<file path="src/rtl/serializador_paridad_tx_if.sv">
// Word-source to serializer bus: valid/ready word handshake plus the registered
// serial-frame outputs seen by the parity cell array.
interface serializador_paridad_tx_if #(
  parameter int unsigned WIDTH = 8
);
  logic [WIDTH-1:0] data_in;
  logic             load;
  logic             ready;
  logic             L;
  logic             frame;
  logic             par_slot;
  logic             busy;

  modport master (
    output data_in, load,
    input  ready, L, frame, par_slot, busy
  );

  modport slave (
    input  data_in, load,
    output ready, L, frame, par_slot, busy
  );
endinterface

</file>
<file path="src/rtl/serializador_paridad_tx.sv">
// Parallel-to-serial transmitter: sends WIDTH data bits LSB-first on L, then one
// parity bit, with back-to-back acceptance during the parity cycle.
module serializador_paridad_tx #(
  parameter int unsigned WIDTH   = 8,
  parameter bit          PAR_ODD = 1'b0
) (
  input logic                   clk,
  input logic                   rst,
  serializador_paridad_tx_if.slave bus
);
  localparam int unsigned CW = (WIDTH > 1) ? $clog2(WIDTH) : 1;

  typedef enum logic [1:0] {IDLE, SHIFT, PARITY} state_e;

  state_e           state_q, state_d;
  logic [WIDTH-1:0] shreg_q, shreg_d;
  logic [CW-1:0]    cnt_q, cnt_d;
  logic             par_q, par_d;
  logic             l_q, l_d;
  logic             frame_q, frame_d;
  logic             par_slot_q, par_slot_d;
  logic             busy_q, busy_d;
  logic             can_accept;
  logic             accept;
  logic             par_in;

  assign can_accept = (state_q == IDLE) || (state_q == PARITY);
  assign accept     = bus.load && can_accept;
  assign par_in     = PAR_ODD ? ~^bus.data_in : ^bus.data_in;

  // Outputs are registered, so next-state logic also computes what L/frame
  // must show in the cycle after the edge.
  always_comb begin
    // NOTE: every signal gets a default first so no path can infer a latch.
    state_d    = state_q;
    shreg_d    = shreg_q;
    cnt_d      = cnt_q;
    par_d      = par_q;
    l_d        = 1'b0;
    frame_d    = 1'b0;
    par_slot_d = 1'b0;
    busy_d     = 1'b0;

    unique case (state_q)
      SHIFT: begin
        shreg_d = shreg_q >> 1;
        cnt_d   = cnt_q + CW'(1);
        frame_d = 1'b1;
        busy_d  = 1'b1;
        if (cnt_q == CW'(WIDTH - 1)) begin
          state_d    = PARITY;
          cnt_d      = '0;
          l_d        = par_q;
          par_slot_d = 1'b1;
        end else begin
          l_d = shreg_q[1];
        end
      end
      PARITY:  state_d = IDLE;
      default: state_d = state_q;
    endcase

    // A new word may enter from IDLE or straight out of the parity cycle.
    if (accept) begin
      state_d    = SHIFT;
      shreg_d    = bus.data_in;
      cnt_d      = '0;
      par_d      = par_in;
      l_d        = bus.data_in[0];
      frame_d    = 1'b1;
      par_slot_d = 1'b0;
      busy_d     = 1'b1;
    end
  end

  // NOTE: reset is asynchronous, so a mid-frame abort clears the line without a clock edge.
  always_ff @(posedge clk or posedge rst) begin
    if (rst) begin
      state_q    <= IDLE;
      shreg_q    <= '0;
      cnt_q      <= '0;
      par_q      <= 1'b0;
      l_q        <= 1'b0;
      frame_q    <= 1'b0;
      par_slot_q <= 1'b0;
      busy_q     <= 1'b0;
    end else begin
      // NOTE: non-blocking assignments keep every register updating from pre-edge values.
      state_q    <= state_d;
      shreg_q    <= shreg_d;
      cnt_q      <= cnt_d;
      par_q      <= par_d;
      l_q        <= l_d;
      frame_q    <= frame_d;
      par_slot_q <= par_slot_d;
      busy_q     <= busy_d;
    end
  end

  assign bus.ready    = can_accept;
  assign bus.L        = l_q;
  assign bus.frame    = frame_q;
  assign bus.par_slot = par_slot_q;
  assign bus.busy     = busy_q;
endmodule
</file>
<file path="src/flat_wrapper.sv">
// flat-port wrapper written by rule: the top's interface ports become plain ports
module serializador_paridad_tx_flat 
#(
  parameter int unsigned WIDTH   = 8,
  parameter bit          PAR_ODD = 1'b0
)
  (clk, rst, bus_data_in, bus_load, bus_ready, bus_L, bus_frame, bus_par_slot, bus_busy);
  serializador_paridad_tx_if #(.WIDTH(WIDTH)) bus_i ();
  input logic clk;
  input logic rst;
  input wire logic [$bits(bus_i.data_in)-1:0] bus_data_in;
  input wire logic [$bits(bus_i.load)-1:0] bus_load;
  output wire logic [$bits(bus_i.ready)-1:0] bus_ready;
  output wire logic [$bits(bus_i.L)-1:0] bus_L;
  output wire logic [$bits(bus_i.frame)-1:0] bus_frame;
  output wire logic [$bits(bus_i.par_slot)-1:0] bus_par_slot;
  output wire logic [$bits(bus_i.busy)-1:0] bus_busy;
  assign bus_i.data_in = bus_data_in;
  assign bus_i.load = bus_load;
  assign bus_ready = bus_i.ready;
  assign bus_L = bus_i.L;
  assign bus_frame = bus_i.frame;
  assign bus_par_slot = bus_i.par_slot;
  assign bus_busy = bus_i.busy;
  serializador_paridad_tx #(.WIDTH(WIDTH), .PAR_ODD(PAR_ODD)) u_core (.clk(clk), .rst(rst), .bus(bus_i));
endmodule
</file>
<file path="config.mk">
export PLATFORM = sky130hd
export DESIGN_NAME = serializador_paridad_tx_flat
export DESIGN_NICKNAME = d
export VERILOG_FILES = /design/src/rtl/serializador_paridad_tx_if.sv /design/src/rtl/serializador_paridad_tx.sv /design/src/flat_wrapper.sv
export SDC_FILE = /design/constraint.sdc
export NUM_CORES = 1
export LEC_CHECK = 0
export CAP_MARGIN = 30
export CELL_PAD_IN_SITES_DETAIL_PLACEMENT = 1
export CELL_PAD_IN_SITES_GLOBAL_PLACEMENT = 2
export CORE_MARGIN = 3
export CORE_UTILIZATION = 28
export CTS_CLUSTER_DIAMETER = 80
export CTS_CLUSTER_SIZE = 24
export DETAILED_ROUTE_END_ITERATION = 10
export GPL_ROUTABILITY_DRIVEN = 0
export HOLD_SLACK_MARGIN = 0.1
export PLACE_DENSITY = 0.76
export SYNTH_ARGS = -nofsm -noshare
export SYNTH_HDL_FRONTEND = slang
export SYNTH_SLANG_ARGS = --single-unit
</file>
<file path="constraint.sdc">
create_clock -name clk -period 1.5 [get_ports clk]
set_input_delay 0.45 -clock clk [delete_from_list [all_inputs] [get_ports clk]]
set_output_delay 0.45 -clock clk [all_outputs]
set_load 0.02 [all_outputs]
</file>
# After elaboration in Yosys (flattened, before gate mapping)
# Cells that the tools add are included.
# classes
addsub	1
n_eq_ne	4
mux	16
n_reduce_logical	7
# op_table
op	count
$mux W8	2
$mux W3	3
$mux W1	8
$reduce_xor A8 Y1	1
$mux W2	2
$pmux W2 S2	1
$add A3 B1 Y3 const B	1
$eq A3 B3 Y1 const B	1
$ne A3 B1 Y1 const B	1
$reduce_bool A3 Y1	1
$eq A2 B1 Y1 const B	1
$eq A2 B2 Y1 const B	1
$logic_not A2 Y1	1
$reduce_and A2 Y1	1
$reduce_bool A2 Y1	1
$logic_and A1 B1 Y1	1
$logic_or A1 B1 Y1	1
# totals
reg_bits	17
elab_cells	35

# Longest topological paths before layout
# logic_depth
depth_word	5
mapped_depth	8
mapped_depth_nobuf	6

# Worst setup path after synthesis
# Ideal clock, no wire load.
# synth_path
path_kind	register -> register
start	register u_core.state_q[0]
end	register u_core.shreg_q[1]
t_arrival_ps	1369
setup_slack_ps	10
stages_incl_launch_ff	9
n_path_buf	2
period_less_slack_ps	1490
path_cell_list	dfrtp_1 > inv_1 > ha_1 > or2_4 > and2_4 > buf_6 > buf_6 > nand2_1 > o21ai_1
# synth_via
elab_chain_cells	4
# synth_lines
item	line_no	text
start: declaration	serializador_paridad_tx.sv:15	state_e state_q, state_d;
start signal: assignment	serializador_paridad_tx.sv:89	state_q <= state_d;
$eq A2 B2 Y1 or $logic_not A2 Y1 (tied branches)	serializador_paridad_tx.sv:27	assign can_accept = (state_q == IDLE) || (state_q == PARITY);
$logic_or A1 B1 Y1 *	serializador_paridad_tx.sv:27	
named net bus_ready	flat_wrapper.sv:13	output wire logic [$bits(bus_i.ready)-1:0] bus_ready;
$logic_and A1 B1 Y1 *	serializador_paridad_tx.sv:28	assign accept = bus.load && can_accept;
$mux W8 or $reduce_bool A2 Y1 (tied branches)	--	
end signal: assignment	serializador_paridad_tx.sv:90	shreg_q <= shreg_d;
end: declaration	serializador_paridad_tx.sv:16	logic [WIDTH-1:0] shreg_q, shreg_d;
# Mark *: on every way through the listed nets, which the timed path passes. The rest lies on a longest branch.
# A chain may end at the register's enable or synchronous reset.

# Worst setup path in the final report
# layout_path
start	register u_core.state_q[1]
end	output port bus_ready
# layout_via
elab_chain_cells	2
# layout_lines
item	line_no
$eq A2 B2 Y1 or $logic_not A2 Y1 (tied branches)	serializador_paridad_tx.sv:27
$logic_or A1 B1 Y1 *	serializador_paridad_tx.sv:27
end: declaration	flat_wrapper.sv:13
# Every way passes the cells marked *; elsewhere a longest branch is shown, timed or not.

==> results.py <==
metrics = {
    "run_status": {
        "outcome": "finished, violations left",
        "violations": "setup timing",
    },
    "synth": {
        "postSynthAreaPerCell_um2": 10.7,
        "yosysSeqAreaShare": 0.478,
        "synth_fp_nets": 94,
        "synth_top_cell_area_share": 0.478,
        "ys_types": 21,
        "ys_warn_count": 0,
        "ys_ff_latch": 16,
        "syn-instance-count": 78,
        "ys_top_cells_by_area": "dfrtp_1, mux2i_1, ha_1, xnor2_1, nand2_1",
        "syn_area_um2": 837,
        "yosysTopAreaCell": "dfrtp_1",
    },
    "sta": {
        "worst_pin_slew_ps": 214,
        "finalClockSkew_ps": 5.17,
        "setup_ws_ps": -251,
        "rsz0062_at_grt": "true",
        "slew_violations": 0,
        "min_period_over_period": 1.17,
        "final_hold_viol_count": 0,
        "layout_min_cycle_time_ps": 1750,
        "finalSetupViolCount": 13,
        "slew_headroom": 0.853,
        "clock.fmax_mhz": 571,
    },
    "clock_network": {
        "cts_tree": "built",
        "clock-sinks": 16,
        "path_clk_slew_ps": 100,
        "cts-root-buf": "clkbuf_4",
        "cts_hold_buf": 0,
        "cts_buffer_depth": 2,
        "cts_made_buffers": 3,
        "insertion_delay_ps": 280,
        "ctsHtreeMaxLevel": 1,
    },
    "drt": {
        "viasPerCell": 4.72,
        "drc": 0,
        "drt_iter0_markers": 12,
        "drtAntennaViolNets": 0,
        "first_pass_iters": 3,
        "wire_per_inst_um": 15.7,
        "finalWirelength_um": 2210,
        "vias": 665,
    },
    "setup_path": {
        "crit_fanout": 3,
        "crit_chain": "inv_2 > ha_2 > or2_4 > buf_6",
        "setup.worst_path.class": "reg -> out",
        "max_stage_delay_ps": 410,
        "worstSetupStartpoint": "u_core.state_q[1]",
        "critPathRequiredTime_ps": 1050,
        "crit_slowest_cell": "dfrtp_1",
        "rr_startpoint": "u_core.state_q[1]",
        "r2r_slack_ps": -200,
        "r2r_end": "u_core.shreg_q[4]",
        "critPathCaptureType": "primary output",
        "startpoint_type": "register",
        "arrival_ps": 1300,
        "reg2reg_depth": 9,
    },
    "placement": {
        "portBuffers": 15,
        "pre_cts_ws_ps": -335,
        "hpwl_um": 1390,
    },
    "grt": {
        "grt_pass1_vias": 716,
        "grt_max_degree": 17,
        "grt_pass1_wl_um": 3350,
        "grt_usage": 0.123,
        "overflow": 0,
        "grt_antenna_before_repair": 0,
    },
    "floorplan": {
        "die_height_um": 60.7,
        "start_util": 0.298,
        "fp.dieW_um": 60.7,
        "core_area_um2": 2810,
        "dieArea_um2": 3680,
        "ios": 16,
        "rows": 19,
    },
    "hold_path": {
        "hold_class": "in -> async",
    },
    "finish": {
        "register_area_um2": 400,
        "area_growth_pct": 59.8,
        "multi_input_area_um2": 532,
        "fillerInstances": 303,
        "drive_gt1_frac": 0.445,
        "num_antenna_cells": 0,
        "post-route-util": 0.477,
        "nets": 128,
    },
    "pwr": {
        "p_leak_uw": 0.000596,
        "ir_worst_vdd_uv": 276,
        "cellPowerDensity_nw_per_um2": 560,
    },
    "job": {
        "drv_cap": 0,
    },
}
[power by group]
| group | leakage [µW] | switching, µW | internal (µW) |
|---|---|---|---|
| logic | 0.000416 | 37.0 | 49.4 |
| clock network | 0.0000138 | 138 | 93.1 |
| registers | 0.000166 | 0 | 431 |
[routing by layer]
layer | global-route usage | vias up | routed length (µm)
met5 | 0 | - | 0
met4 | 0.0464 | 0 | 37
met3 | 0.0213 | 4 | 54
met2 | 0.211 | 10 | 1210
met1 | 0.153 | 327 | 907
li1 | - | 324 | -
[through the flow]
| stage | instances | hold slack [ps] | total power, µW | setup TNS (ps) | area (µm²) |
|---|---|---|---|---|---|
| 2_1_floorplan | 78 | 364 | 477 | 0 | 837 |
| 3_3_place_gp | 130 | 467 | 520 | -427 | 1080 |
| 3_5_place_dp | 130 | 477 | 521 | -823 | 1080 |
| 4_1_cts | 137 | 474 | 748 | -666 | 1190 |
| 5_1_grt | 141 | 476 | 785 | -2990 | 1340 |
| 6_report | 141 | 460 | 749 | -2160 | 1340 |
[worst max-delay path, delay by kind of cell, from the launching register on]
family / cells / cell delay, ps
adders and majority gates: 1 / 170
buffers and inverters: 2 / 190
DFF: 1 / 410
and+or+nand+nor: 1 / 250
[layout make-up]
| cell class | instances | area share |
|---|---|---|
| clock buffers | 3 | 0.0168 |
| inverters | 3 | 0.00842 |
| multi-input cells | 55 | 0.398 |
| flip-flops and latches | 16 | 0.299 |
| well taps | 31 | 0.0290 |
| repair buffers | 33 | 0.249 |
[placed cells by master (no fill, tap or decap), types with 2 or more instances in the layout]
cell type / synthesis / routed
dfrtp_1: 16 / 16
buf_4: 1 / 12
clkdlybuf4s50_1: 0 / 10
xnor2_1: 7 / 7
mux2i_1: 9 / 6
nand2_2: 0 / 5
nand2_1: 13 / 5
o21ai_2: 0 / 4
dlygate4sd2_1: 0 / 4
buf_6: 2 / 4
nand2_4: 0 / 3
mux2i_4: 0 / 3
nor2_4: 0 / 3
clkbuf_4: 0 / 3
o21ai_1: 6 / 2
inv_1: 3 / 2
ha_1: 5 / 2
ha_2: 0 / 2
[logic make-up after synthesis]
group | count (synthesis) | share of synthesized area
AOI/OAI and AO/OA | 10 | 0.0688
adders and majority gates | 5 | 0.0747
DFF | 16 | 0.478
muxes | 10 | 0.121
xor gates and xnor gates | 7 | 0.0732
and+or+nand+nor | 23 | 0.129
buffers and inverters | 7 | 0.0553
[Yosys cell counts]
| master | number |
|---|---|
| dfrtp_1 | 16 |
| a311oi_1 | 1 |
| a22o_1 | 1 |
| buf_4 | 1 |
| ha_1 | 5 |
| buf_6 | 2 |
| and3_1 | 1 |
| nor2_1 | 4 |
| a21oi_1 | 1 |
| buf_2 | 1 |
| inv_1 | 3 |
| mux2_2 | 1 |
| nand2_1 | 13 |
| and2_4 | 1 |
| o21ai_0 | 1 |
| mux2i_1 | 9 |
| o21ai_1 | 6 |
| nand3b_1 | 1 |
| or2_4 | 1 |
| nand2b_1 | 2 |
| xnor2_1 | 7 |
[sequential cells by signal (all words and copies together) (netlist names)]
register	count
u_core.bus.par_slot	1
u_core.par_q	1
u_core.cnt_q	3
u_core.shreg_q	7
u_core.bus.L	1
u_core.state_q	2
u_core.bus.busy	1
[how the worst max path moves through the flow]
stage / to / slack (ps)
final: bus_ready / -250
after detailed placement: bus_ready / -330
after CTS: bus_ready / -220
after global placement: bus_ready / -290
after floorplan: u_core.shreg_q[1] / 10
after global routing: bus_ready / -310
[timing repair]
item	in CTS	in global routing
cloned	1	0
setup endpoints to repair	16	14
pin swaps	4	6
setup buffers	4	4
gates resized for setup	23	27
No activity file was read; power rests on OpenSTA's default activity.
==> patch, RTL diff (same settings) <==
`WIDTH` is set to 8 in 3 places; all go to 16.
--- a/src/rtl/serializador_paridad_tx_if.sv
+++ b/src/rtl/serializador_paridad_tx_if.sv
@@ -3,3 +3,3 @@
 interface serializador_paridad_tx_if #(
-  parameter int unsigned WIDTH = 8
+  parameter int unsigned WIDTH = 16
 );
--- a/src/rtl/serializador_paridad_tx.sv
+++ b/src/rtl/serializador_paridad_tx.sv
@@ -3,3 +3,3 @@
 module serializador_paridad_tx #(
-  parameter int unsigned WIDTH   = 8,
+  parameter int unsigned WIDTH   = 16,
   parameter bit          PAR_ODD = 1'b0
--- a/src/flat_wrapper.sv
+++ b/src/flat_wrapper.sv
@@ -3,3 +3,3 @@
 #(
-  parameter int unsigned WIDTH   = 8,
+  parameter int unsigned WIDTH   = 16,
   parameter bit          PAR_ODD = 1'b0
Ports: changed (resized bus_data_in); port bits go from 16 to 24. No check against the original RTL was run, so the function may have changed too.
==> patch against the unedited design <==
- the run still ends with setup timing left
- synthesized cell count grew 69%
- die area grew 51%
- cell area grew 57%
- setup slack gained 0.051 ns
- area after synthesis grew 58%
- clock skew grew 0.0028 ns
- first-iteration DRC count grew to 2.8 times the old value
- sequential cell count grew 9
- core utilization shrank 0.41 points
- routed wire length grew 62%
- largest cell class unchanged
Power is left out: it rests on default switching activity, and per cell area and clock period it moved more than threefold.
==> patch: results <==
metrics = {
    "logic_synthesis": {
        "synthTopCellsByCount": "nand2_1, dfrtp_1, mux2i_1",
        "ys_types": 23,
        "synth-xor-area-share_pct": 10.6,
        "synthMuxAreaShare_pct": 13.0,
        "synthCells": 132,
        "seq_area_frac_synth_pct": 47.4,
    },
    "final_layout": {
        "layout.nets": 195,
        "reg_top3": "u_core.shreg_q x15, u_core.cnt_q x4, u_core.state_q x2",
        "final_cells": 223,
        "final-clk-cell-share_pct": 2.14,
        "layout.nonclk_buf_share_pct": 26.4,
        "seq_area_share_pct": 29.8,
        "layout-drive-gt1-share_pct": 35.7,
        "buffers_excl_clock": 43,
    },
    "place": {
        "numPortBuffers": 23,
        "dp_hpwl_mm": 2.25,
        "place_area_um2": 1690,
        "place_inst": 210,
    },
    "run_status": {
        "violations": "setup timing",
        "outcome": "finished with violations",
    },
    "route": {
        "vias": 1062,
        "firstDrtPassIters": 4,
        "wl_met3_um": 111,
        "dr_wl_met2_mm": 2.06,
        "wl_per_cell_um": 16.1,
    },
    "sta": {
        "setup_viol": 24,
        "skew_ns": 0.00794,
        "setup_tns_ns": -3.43,
        "fin_ws_ns": -0.200,
    },
    "cts": {
        "ctsResizeCount": 41,
    },
    "global_routing": {
        "grt_pass1_vias": 1224,
        "grt_pass1_wl_mm": 5.69,
        "grt_max_degree": 26,
        "track_usage_pct": 13.7,
    },
    "hold_path": {
        "hp-class": "input pin to flip-flop",
    },
    "setup_path": {
        "arrival_ns": 1.25,
    },
}
[patch: cell count changes after synthesis, moves of 2 or more]
| cell | delta |
|---|---|
| xor2_1 | +3 |
| mux2i_1 | +7 |
| nand2_1 | +15 |
| xnor2_1 | +6 |
| buf_2 | +3 |
| dfrtp_1 | +9 |
| o21ai_0 | +13 |
| a21oi_1 | +2 |
| nand3_1 | +2 |
| o21ai_1 | -3 |
[patch: critical path: stages, from the launching register on]
cell and delay, ns:
dfrtp_1 0.41, inv_2 0.06, ha_2 0.16, or2_4 0.23, buf_6 0.13
[patch: final timing paths]
| path | from | to | depth (start not counted) |
|---|---|---|---|
| min | bus_data_in[11] | u_core.shreg_q[11] | 3 |
| max | u_core.state_q[1] | bus_ready | 4 |
| max in group asynchronous | rst | u_core.par_q | 3 |
| min in group asynchronous | rst | u_core.state_q[0] | 3 |
| min reg2reg | u_core.par_q | u_core.par_q | 2 |
| max reg2reg | u_core.state_q[1] | u_core.shreg_q[9] | 8 |
